$ cat src/rtl/id_ex_pipe_reg.sv
// ID/EX pipeline register: captures decoded operands, specifiers and control for EX,
// with stall (hold), flush (bubble) and a saturating bubble counter.
module id_ex_pipe_reg #(
    parameter int DATA_W  = 16,
    parameter int REG_W   = 3,
    parameter int ALUOP_W = 5
) (
    input  logic               clk,
    input  logic               rst,
    input  logic               stall,
    input  logic               flush,
    input  logic               valid_id,
    input  logic [DATA_W-1:0]  pc2_id,
    input  logic [DATA_W-1:0]  rd1_id,
    input  logic [DATA_W-1:0]  rd2_id,
    input  logic [DATA_W-1:0]  imm_id,
    input  logic [REG_W-1:0]   rs_id,
    input  logic [REG_W-1:0]   rt_id,
    input  logic [REG_W-1:0]   rd_id,
    input  logic [ALUOP_W-1:0] aluop_id,
    input  logic [7:0]         ctrl_id,
    input  logic               I_format_id,
    input  logic               R_format_id,
    output logic               valid_ex,
    output logic [DATA_W-1:0]  pc2_ex,
    output logic [DATA_W-1:0]  rd1_ex,
    output logic [DATA_W-1:0]  rd2_ex,
    output logic [DATA_W-1:0]  imm_ex,
    output logic [REG_W-1:0]   RegisterRs_IDEX,
    output logic [REG_W-1:0]   RegisterRt_IDEX,
    output logic [REG_W-1:0]   RegisterRd_IDEX,
    output logic [ALUOP_W-1:0] aluop_ex,
    output logic               RegWrite_IDEX,
    output logic               MemRead_IDEX,
    output logic               MemWrite_IDEX,
    output logic               MemtoReg_IDEX,
    output logic               ALUSrc_IDEX,
    output logic               Branch_IDEX,
    output logic               Jump_IDEX,
    output logic               Halt_IDEX,
    output logic               I_format_ex,
    output logic               R_format_ex,
    output logic [15:0]        bubble_cnt
);

    logic [7:0] ctrlGated;
    logic [7:0] ctrlEx;
    logic       countBubble;

    // An invalid slot must never carry control, so nothing downstream can forward a write from it.
    assign ctrlGated   = valid_id ? ctrl_id : 8'h00;
    assign countBubble = flush | (~stall & ~valid_id);

    always_ff @(posedge clk or posedge rst) begin
        if (rst) begin
            valid_ex        <= 1'b0;
            pc2_ex          <= '0;
            rd1_ex          <= '0;
            rd2_ex          <= '0;
            imm_ex          <= '0;
            RegisterRs_IDEX <= '0;
            RegisterRt_IDEX <= '0;
            RegisterRd_IDEX <= '0;
            aluop_ex        <= '0;
            ctrlEx          <= 8'h00;
            I_format_ex     <= 1'b0;
            R_format_ex     <= 1'b0;
        end else if (flush) begin
            valid_ex        <= 1'b0;
            pc2_ex          <= '0;
            rd1_ex          <= '0;
            rd2_ex          <= '0;
            imm_ex          <= '0;
            RegisterRs_IDEX <= '0;
            RegisterRt_IDEX <= '0;
            RegisterRd_IDEX <= '0;
            aluop_ex        <= '0;
            ctrlEx          <= 8'h00;
            I_format_ex     <= 1'b0;
            R_format_ex     <= 1'b0;
        end else if (!stall) begin
            valid_ex        <= valid_id;
            pc2_ex          <= pc2_id;
            rd1_ex          <= rd1_id;
            rd2_ex          <= rd2_id;
            imm_ex          <= imm_id;
            RegisterRs_IDEX <= rs_id;
            RegisterRt_IDEX <= rt_id;
            RegisterRd_IDEX <= rd_id;
            aluop_ex        <= aluop_id;
            ctrlEx          <= ctrlGated;
            I_format_ex     <= I_format_id;
            R_format_ex     <= R_format_id;
        end
    end

    // Saturating count of bubbles entering EX; it pins at all-ones rather than wrapping.
    always_ff @(posedge clk or posedge rst) begin
        if (rst) begin
            bubble_cnt <= 16'h0000;
        end else if (countBubble && (bubble_cnt != 16'hFFFF)) begin
            bubble_cnt <= bubble_cnt + 16'd1;
        end
    end

    assign RegWrite_IDEX = ctrlEx[7];
    assign MemRead_IDEX  = ctrlEx[6];
    assign MemWrite_IDEX = ctrlEx[5];
    assign MemtoReg_IDEX = ctrlEx[4];
    assign ALUSrc_IDEX   = ctrlEx[3];
    assign Branch_IDEX   = ctrlEx[2];
    assign Jump_IDEX     = ctrlEx[1];
    assign Halt_IDEX     = ctrlEx[0];

endmodule

$ cat config.mk
export PLATFORM = sky130hd
export DESIGN_NAME = id_ex_pipe_reg
export DESIGN_NICKNAME = d
export VERILOG_FILES = /design/src/rtl/id_ex_pipe_reg.sv
export SDC_FILE = /design/constraint.sdc
export NUM_CORES = 1
export LEC_CHECK = 0
export BUFFER_PORTS_ARGS = -buffer_cell sky130_fd_sc_hd__buf_2
export CORE_MARGIN = 4
export CORE_UTILIZATION = 40
export CTS_BUF_LIST = sky130_fd_sc_hd__clkbuf_2 sky130_fd_sc_hd__clkbuf_4 sky130_fd_sc_hd__clkbuf_8
export DETAILED_ROUTE_END_ITERATION = 16
export GPL_TIMING_DRIVEN = 0
export HOLD_SLACK_MARGIN = 0.12
export PLACE_DENSITY_LB_ADDON = 0.05
export REMOVE_ABC_BUFFERS = 1
export SYNTH_ARGS = -nofsm -noshare
export SYNTH_HDL_FRONTEND = slang
export SYNTH_SLANG_ARGS = --single-unit
export TNS_END_PERCENT = 10
$ cat constraint.sdc
create_clock -name clk -period 7 [get_ports clk]
set_clock_uncertainty 0.2 [all_clocks]
set_input_delay 1.4 -clock clk [delete_from_list [all_inputs] [get_ports clk]]
set_output_delay 1.4 -clock clk [all_outputs]
set_load 0.005 [all_outputs]
Word-level counts from Yosys, hierarchy flattened
Index checks and enable logic that the tools add are counted.
- flip-flop bits (word level): 105
- input port bits: 93
- add/sub/neg operators: 1
- equal/unequal tests: 2
- muxes and demuxes: 25
- bitwise logic cells: 4
- reductions and logical operators: 1
- operator list (kind ; count):
    16-bit 2-to-1 mux ; 8
    8-bit 2-to-1 mux ; 3
    3-bit 2-to-1 mux ; 6
    16-bit by 1-bit adder with 16-bit output, second input constant ; 1
    16-bit inequality test, second input constant ; 1
    5-bit 2-to-1 mux ; 2
    1-bit 2-to-1 mux ; 6
    2-bit by 1-bit inequality test with 1-bit output, second input constant ; 1
    1-bit inverter ; 2
    1-bit AND ; 1
    1-bit logical AND ; 1
    1-bit bitwise OR ; 1

Longest topological paths before layout
Gate-level depths: netlist (run 1).
- depth after elaboration: 4
- mapped depth: 5

Least setup slack after synthesis (run 1)
OpenSTA, ideal clock, no wires.
- path type: input-to-reg
- start point: in valid_id
- end point: reg bubble_cnt[10]
- data arrival time: 2.494 ns
- required time: 6.673 ns
- slack: 4.179 ns
- stages: 5
- path through: buf_2 o21ba_2 nor3b_2 and3_1 mux2_1
- cells in the longest elaborated chain, start to end: 4
- ends and longest elaborated chain (what ; RTL line ; RTL):
    start: declaration ; 12 ; input logic valid_id,
    1-bit inverter ; 52 ; assign countBubble = flush | (~stall & ~valid_id);
    1-bit AND ; 52 ;
    1-bit bitwise OR ; 52 ;
    1-bit logical AND ; 101 ; end else if (countBubble && (bubble_cnt != 16'hFFFF)) begin
    end signal: assignment ; 102 ; bubble_cnt <= bubble_cnt + 16'd1;
    end: declaration ; 43 ; output logic [15:0] bubble_cnt
No other way between the ends.
A chain may end at the register's enable or synchronous reset.

Worst setup path in the final report (run 1)
- start point: in flush
- end point: reg bubble_cnt[15]
- cells in the longest elaborated chain, start to end: 2
- ends and longest elaborated chain (what ; RTL line ; RTL):
    start: declaration ; 11 ; input logic flush,
    1-bit bitwise OR ; 52 ;
    1-bit logical AND ; 101 ;
No other way between the ends.

==> results.py, run 1 <==
metrics = {
    "grt": {
        "met1_usage_pct": 22.5,
        "grt_util_met3_pct": 4.60,
        "grt_antenna_before_repair": 0,
        "grt_pass1_wl_um": 17200,
        "grt_util_all_layers_pct": 16.7,
        "grt.met2_usage_pct": 26.0,
        "grt_max_degree": 57,
        "grt_pass1_vias": 3353,
        "grt_overflow_total": 0,
        "globalRoute.busiestLayer": "met2",
    },
    "timing": {
        "worst_pin_slew_ps": 674,
        "final.period_utilization_pct": 44.3,
        "hold_viol": 0,
        "fin_crit_ps": 3100,
        "grt_setup_unrepaired": "no",
        "slew_viol_final": 0,
        "setup_tns_ps": 0,
        "fmax_ghz": 0.323,
        "setup_viol": 0,
        "slew_headroom_pct": 55.1,
    },
    "final_layout": {
        "layout_common_cells": "buf_2, dfrtp_1, nor2_1",
        "final_common_cell": "buf_2",
        "area_delta_synth_final_pct": 30.2,
        "multi_input_area_mm2": 0.00168,
        "final_area_mm2": 0.00574,
        "fin_nets": 663,
        "area.sequential_mm2": 0.00263,
        "drive_gt1_share_pct": 39.0,
        "fillers": 999,
        "n_antenna_cell": 0,
    },
    "critical_path": {
        "crit_chain": "buf_4 > buf_12 > o21ba_2 > nand4bb_1 > nor2_1 > mux2_1",
        "critPathRequiredTime_ps": 7030,
        "critPathLaunchType": "input port",
        "worst-path-max-fanout": 55,
        "crit_slowest_cell": "buf_4",
        "path_class": "in2reg",
        "crit_family": "buffers and inverters",
        "crit_path_end_kind": "register",
        "slowest_delay_ps": 340,
        "cp_num_buf_inv": 2,
        "arrival_ps": 3130,
    },
    "clock_tree": {
        "clk_pin_slew_ps": 90,
        "cts_resized": 0,
        "htreeDepth": 3,
        "clockBufferDepth": 2,
        "ctsHoldBuffers": 0,
        "cts_buffers": 9,
        "clkLatencyLatePin_ps": 350,
        "post_cts_buffers": 0,
        "cts_tree": "built",
        "clock-root-buffer": "clkbuf_8",
        "cts.sink_count": 105,
    },
    "power_and_ir_drop": {
        "power.density_mw_per_mm2": 219,
        "power.leakage_uw": 0.00328,
        "ir_worst_vdd_mv": 0.144,
    },
    "place": {
        "gp_congestion": 0.798,
        "numPortBuffers": 197,
        "hpwl_um": 7660,
        "post_dp_cell_area_mm2": 0.00556,
    },
    "yosys": {
        "syn_area_mm2": 0.00441,
        "synth_cell_types": 34,
        "ys_seq_area_share_pct": 59.6,
        "synth_area_per_cell_um2": 11.6,
        "synthAdderAreaFrac_pct": 0.284,
        "synth-compound-area-share_pct": 3.52,
        "yosys.area_share.simple_pct": 13.3,
        "synth_seq_cells": 105,
        "synth_warnings": 0,
        "synthCells": 380,
        "synth_top_family_by_area": "multiplexers",
        "muxShareOfSynthArea_pct": 18.9,
        "synthXorXnorAreaFrac_pct": 1.99,
    },
    "floorplan": {
        "core_area_mm2": 0.0108,
        "start_util_pct": 40.9,
        "boundaryPins": 198,
        "chipHeight_um": 113,
        "dieWidth_um": 113,
        "dieArea_mm2": 0.0128,
        "row_count": 38,
    },
    "detailed_routing": {
        "dr.pass1.iters": 4,
        "wl_per_cell_um": 14.9,
        "postRouteAntennaNets": 0,
        "wirelength_um": 10700,
        "vias": 3444,
        "route.detailed.drc": 0,
        "viasPerCell": 4.82,
        "initialDrtViolationCount": 142,
    },
    "outcome": {
        "outcome": "complete, no violations",
    },
    "worst_hold_path": {
        "hp-class": "reg2reg",
    },
    "run": {
        "cap_viol_max_count": 0,
    },
}
-- Yosys cell counts (all sizes together) --
| master | instances | area [µm²] |
|---|---|---|
| a22oi | 1 | 7.51 |
| buf | 12 | 60.1 |
| o311ai | 1 | 8.76 |
| nor2b | 1 | 6.26 |
| nor4 | 1 | 6.26 |
| dfrtp | 105 | 2630 |
| nor3b | 1 | 12.5 |
| o2111ai | 1 | 8.76 |
| nor3 | 1 | 10.0 |
| and4 | 1 | 11.3 |
| a41oi | 1 | 8.76 |
| mux2 | 3 | 33.8 |
| nand4bb | 1 | 11.3 |
| ha | 1 | 12.5 |
| nand4 | 4 | 25.0 |
| nor2 | 100 | 375 |
| o41ai | 1 | 27.5 |
| nand3 | 6 | 30.0 |
| a21oi | 10 | 50.1 |
| a31oi | 1 | 6.26 |
| o21bai | 1 | 7.51 |
| and4b | 1 | 10.0 |
| o21ai | 4 | 20.0 |
| o21ba | 1 | 10.0 |
| and3 | 5 | 32.5 |
| xnor2 | 8 | 70.1 |
| clkbuf | 10 | 37.5 |
| mux2i | 80 | 801 |
| inv | 2 | 7.51 |
| nand2 | 13 | 56.3 |
| xor2 | 2 | 17.5 |
-- state kept, by name, indices dropped and copies added, names as in the netlist --
name and cells:
I_format_ex 1, rd1_ex 16, imm_ex 16, RegisterRt_IDEX 3
ctrlEx 8, R_format_ex 1, valid_ex 1, RegisterRs_IDEX 3
bubble_cnt 16, pc2_ex 16, rd2_ex 16, aluop_ex 5
RegisterRd_IDEX 3
-- metal layers --
| metal | vias up | wire [µm] |
|---|---|---|
| met5 | - | 0 |
| met4 | 0 | 175 |
| met3 | 11 | 887 |
| met2 | 119 | 5040 |
| met1 | 1653 | 4560 |
| li1 | 1661 | - |
-- path summary, 6_finish.rpt --
check / startpoint / end / slack [ps] / depth (start not counted)
worst max-delay path: flush / bubble_cnt[15]$_DFFE_PP0P_ / 3900 / 6
worst min-delay path: bubble_cnt[7]$_DFFE_PP0P_ / bubble_cnt[7]$_DFFE_PP0P_ / 310 / 1
worst max register to register: bubble_cnt[0]$_DFFE_PP0P_ / bubble_cnt[10]$_DFFE_PP0P_ / 4980 / 5
worst min register to register: bubble_cnt[7]$_DFFE_PP0P_ / bubble_cnt[7]$_DFFE_PP0P_ / 310 / 1
max in group asynchronous: rst / rd2_ex[7]$_DFFE_PP0P_ / 4970 / 3
min in group asynchronous: rst / aluop_ex[4]$_DFFE_PP0P_ / 950 / 2
-- where the power goes --
part	leakage, µW	internal, µW	total [µW]	switching [µW]
sequential	0.00139	655	697	42.6
combinational	0.00179	107	214	107
clock	0.000100	156	344	188
total	0.00328	917	1250	337
-- area by class of cell --
type                            count  share of cell area (%)
Clock buffer                       13                    2.90
Clock inverter                      3                   0.262
Inverter                            2                   0.174
Multi-Input combinational cell    251                    29.2
Tap cell                          140                    3.05
Sequential cell                   105                    45.8
Timing Repair Buffer              200                    18.6
-- through the flow --
stage | instances | setup WS [ps] | util (%) | hold WS (ps) | total power, µW
after CTS | 714 | 3920 | 53.2 | 319 | 1280
after floorplan | 358 | 2640 | - | 288 | 801
after global routing | 714 | 3820 | 53.2 | 335 | 1330
after global placement | 695 | 1350 | 50.7 | 286 | 921
after detailed placement | 698 | 3520 | 51.5 | 301 | 926
final | 714 | 3900 | 53.2 | 313 | 1250
-- cell families (layout without fill, tap and decap cells) --
group,after synthesis,count (layout)
xor+xnor,10,10
mux,83,83
compound gates,22,22
buf+inv,24,218
fa+ha+maj,1,1
simple gates,135,135
flops,105,105
Power figures use the tool's default switching activity.
==> run 2, diff against run 1 <==
Clock period 7 ns to 2.8 ns, I/O delays scaled along.
==> results.py, run 2 (synthesis gave the netlist of run 1 again) <==
metrics = {
    "outcome": {
        "outcome": "complete, no violations",
    },
    "critical_path": {
        "path_class": "in2reg",
        "critPathRequiredTime_ps": 2830,
        "ff2ff_path_depth": 5,
        "rrSetupSlack_ps": 780,
        "r2r_start": "bubble_cnt[0]$_DFFE_PP0P_",
        "arrival_ps": 2290,
        "crit_path_end_kind": "register",
        "critPathLaunchType": "input port",
        "worst-path-max-fanout": 55,
        "r2r-end": "bubble_cnt[10]$_DFFE_PP0P_",
    },
    "timing": {
        "grt_setup_unrepaired": "no",
        "slew_headroom_pct": 55.3,
        "fin_crit_ps": 2260,
        "fmax_ghz": 0.443,
        "setup_viol": 0,
        "worst_pin_slew_ps": 670,
        "setup_tns_ps": 0,
        "final.period_utilization_pct": 80.6,
        "hold_viol": 0,
        "slew_viol_final": 0,
        "whs_ps": 244,
    },
    "floorplan": {
        "dieWidth_um": 113,
        "row_count": 38,
        "core_area_mm2": 0.0108,
        "start_util_pct": 40.9,
        "boundaryPins": 198,
        "dieArea_mm2": 0.0128,
        "chipHeight_um": 113,
    },
    "worst_hold_path": {
        "holdPathEnd": "pc2_ex[0]$_DFFE_PP0P_",
        "min_delay_path_depth": 3,
        "hp-class": "in2reg",
        "hp-start": "pc2_id[0]",
    },
    "grt": {
        "grt_pass1_vias": 3370,
        "grt_overflow_total": 0,
        "grt_util_all_layers_pct": 16.8,
        "grt_pass1_wl_um": 17300,
        "grt_antenna_before_repair": 0,
        "grt_max_degree": 57,
    },
    "detailed_routing": {
        "dr.pass1.iters": 4,
        "viasPerCell": 4.82,
        "route.detailed.drc": 0,
        "postRouteAntennaNets": 0,
        "vias": 3443,
        "initialDrtViolationCount": 156,
        "wl_per_cell_um": 14.9,
        "wirelength_um": 10600,
    },
    "clock_tree": {
        "clockBufferDepth": 2,
        "cts_buffers": 9,
        "htreeDepth": 3,
        "cts_tree": "built",
        "post_cts_buffers": 0,
        "ctsHoldBuffers": 1,
        "clock-root-buffer": "clkbuf_8",
        "cts.sink_count": 105,
        "clk_pin_slew_ps": 90,
        "clkLatencyLatePin_ps": 350,
        "cts_resized": 0,
    },
    "place": {
        "dp.cells": 698,
        "post_dp_cell_area_mm2": 0.00556,
        "hpwl_um": 7660,
        "numPortBuffers": 197,
        "gp_congestion": 0.798,
    },
    "final_layout": {
        "fin_nets": 664,
        "final_cell_count_no_fill": 715,
        "drive_gt1_share_pct": 39.0,
        "n_antenna_cell": 0,
        "final_area_mm2": 0.00575,
        "layout_common_cells": "buf_2, dfrtp_1, nor2_1",
        "final_common_cell": "buf_2",
        "area_delta_synth_final_pct": 30.4,
    },
    "power_and_ir_drop": {
        "power.leakage_uw": 0.00328,
        "ir_worst_vdd_mv": 0.359,
        "power.density_mw_per_mm2": 546,
    },
    "run": {
        "cap_viol_max_count": 0,
    },
}
-- run 2: cell type report --
cell class / instances / area (µm²)
clock buffer: 13 / 166
sequential: 105 / 2630
tap: 140 / 175
clock inverter: 3 / 15.0
inverter: 2 / 10.0
multi-input combinational: 251 / 1680
timing repair buffer: 201 / 1080
fill: 1000 / 5040
-- run 2: how the worst max path moves through the flow --
stage / startpoint / endpoint / slack [ps] / depth (start not counted)
3_3_place_gp: rst / aluop_ex[3]$_DFFE_PP0P_ / -2010 / 2
6_report: flush / bubble_cnt[15]$_DFFE_PP0P_ / 540 / 6
4_1_cts: flush / bubble_cnt[15]$_DFFE_PP0P_ / 560 / 6
3_5_place_dp: flush / bubble_cnt[15]$_DFFE_PP0P_ / 160 / 6
2_1_floorplan: rst / I_format_ex$_DFFE_PP0P_ / -720 / 1
5_1_grt: flush / bubble_cnt[15]$_DFFE_PP0P_ / 460 / 6
-- run 2: per-layer routing --
layer / up-vias / global-route usage, % / wire (µm)
li1: 1657 / - / -
met1: 1645 / 22.6 / 4530
met2: 128 / 25.8 / 4990
met3: 13 / 4.60 / 923
met4: 0 / 6.65 / 205
met5: - / 0 / 0
-- run 2: worst max-delay path: stages --
cell	delay (ps)
buf_4	340
buf_12	300
o21ba_2	240
nand4bb_1	300
nor2_1	180
mux2_1	340
-- run 2: per-stage QoR --
stage / worst slack (ps) / total power (µW) / util, %
final: 543 / 3140 / 53.3
after detailed placement: 160 / 2320 / 51.5
after CTS: 559 / 3190 / 53.3
after floorplan: -721 / 2000 / -
after global placement: -2010 / 2300 / 50.7
after global routing: 461 / 3340 / 53.3
-- run 2: report_power, final --
part	internal (µW)	leakage [µW]	switching, µW
Sequential	1640	0.00139	107
Clock	389	0.000100	470
Combinational	269	0.00179	268
Total	2290	0.00328	845
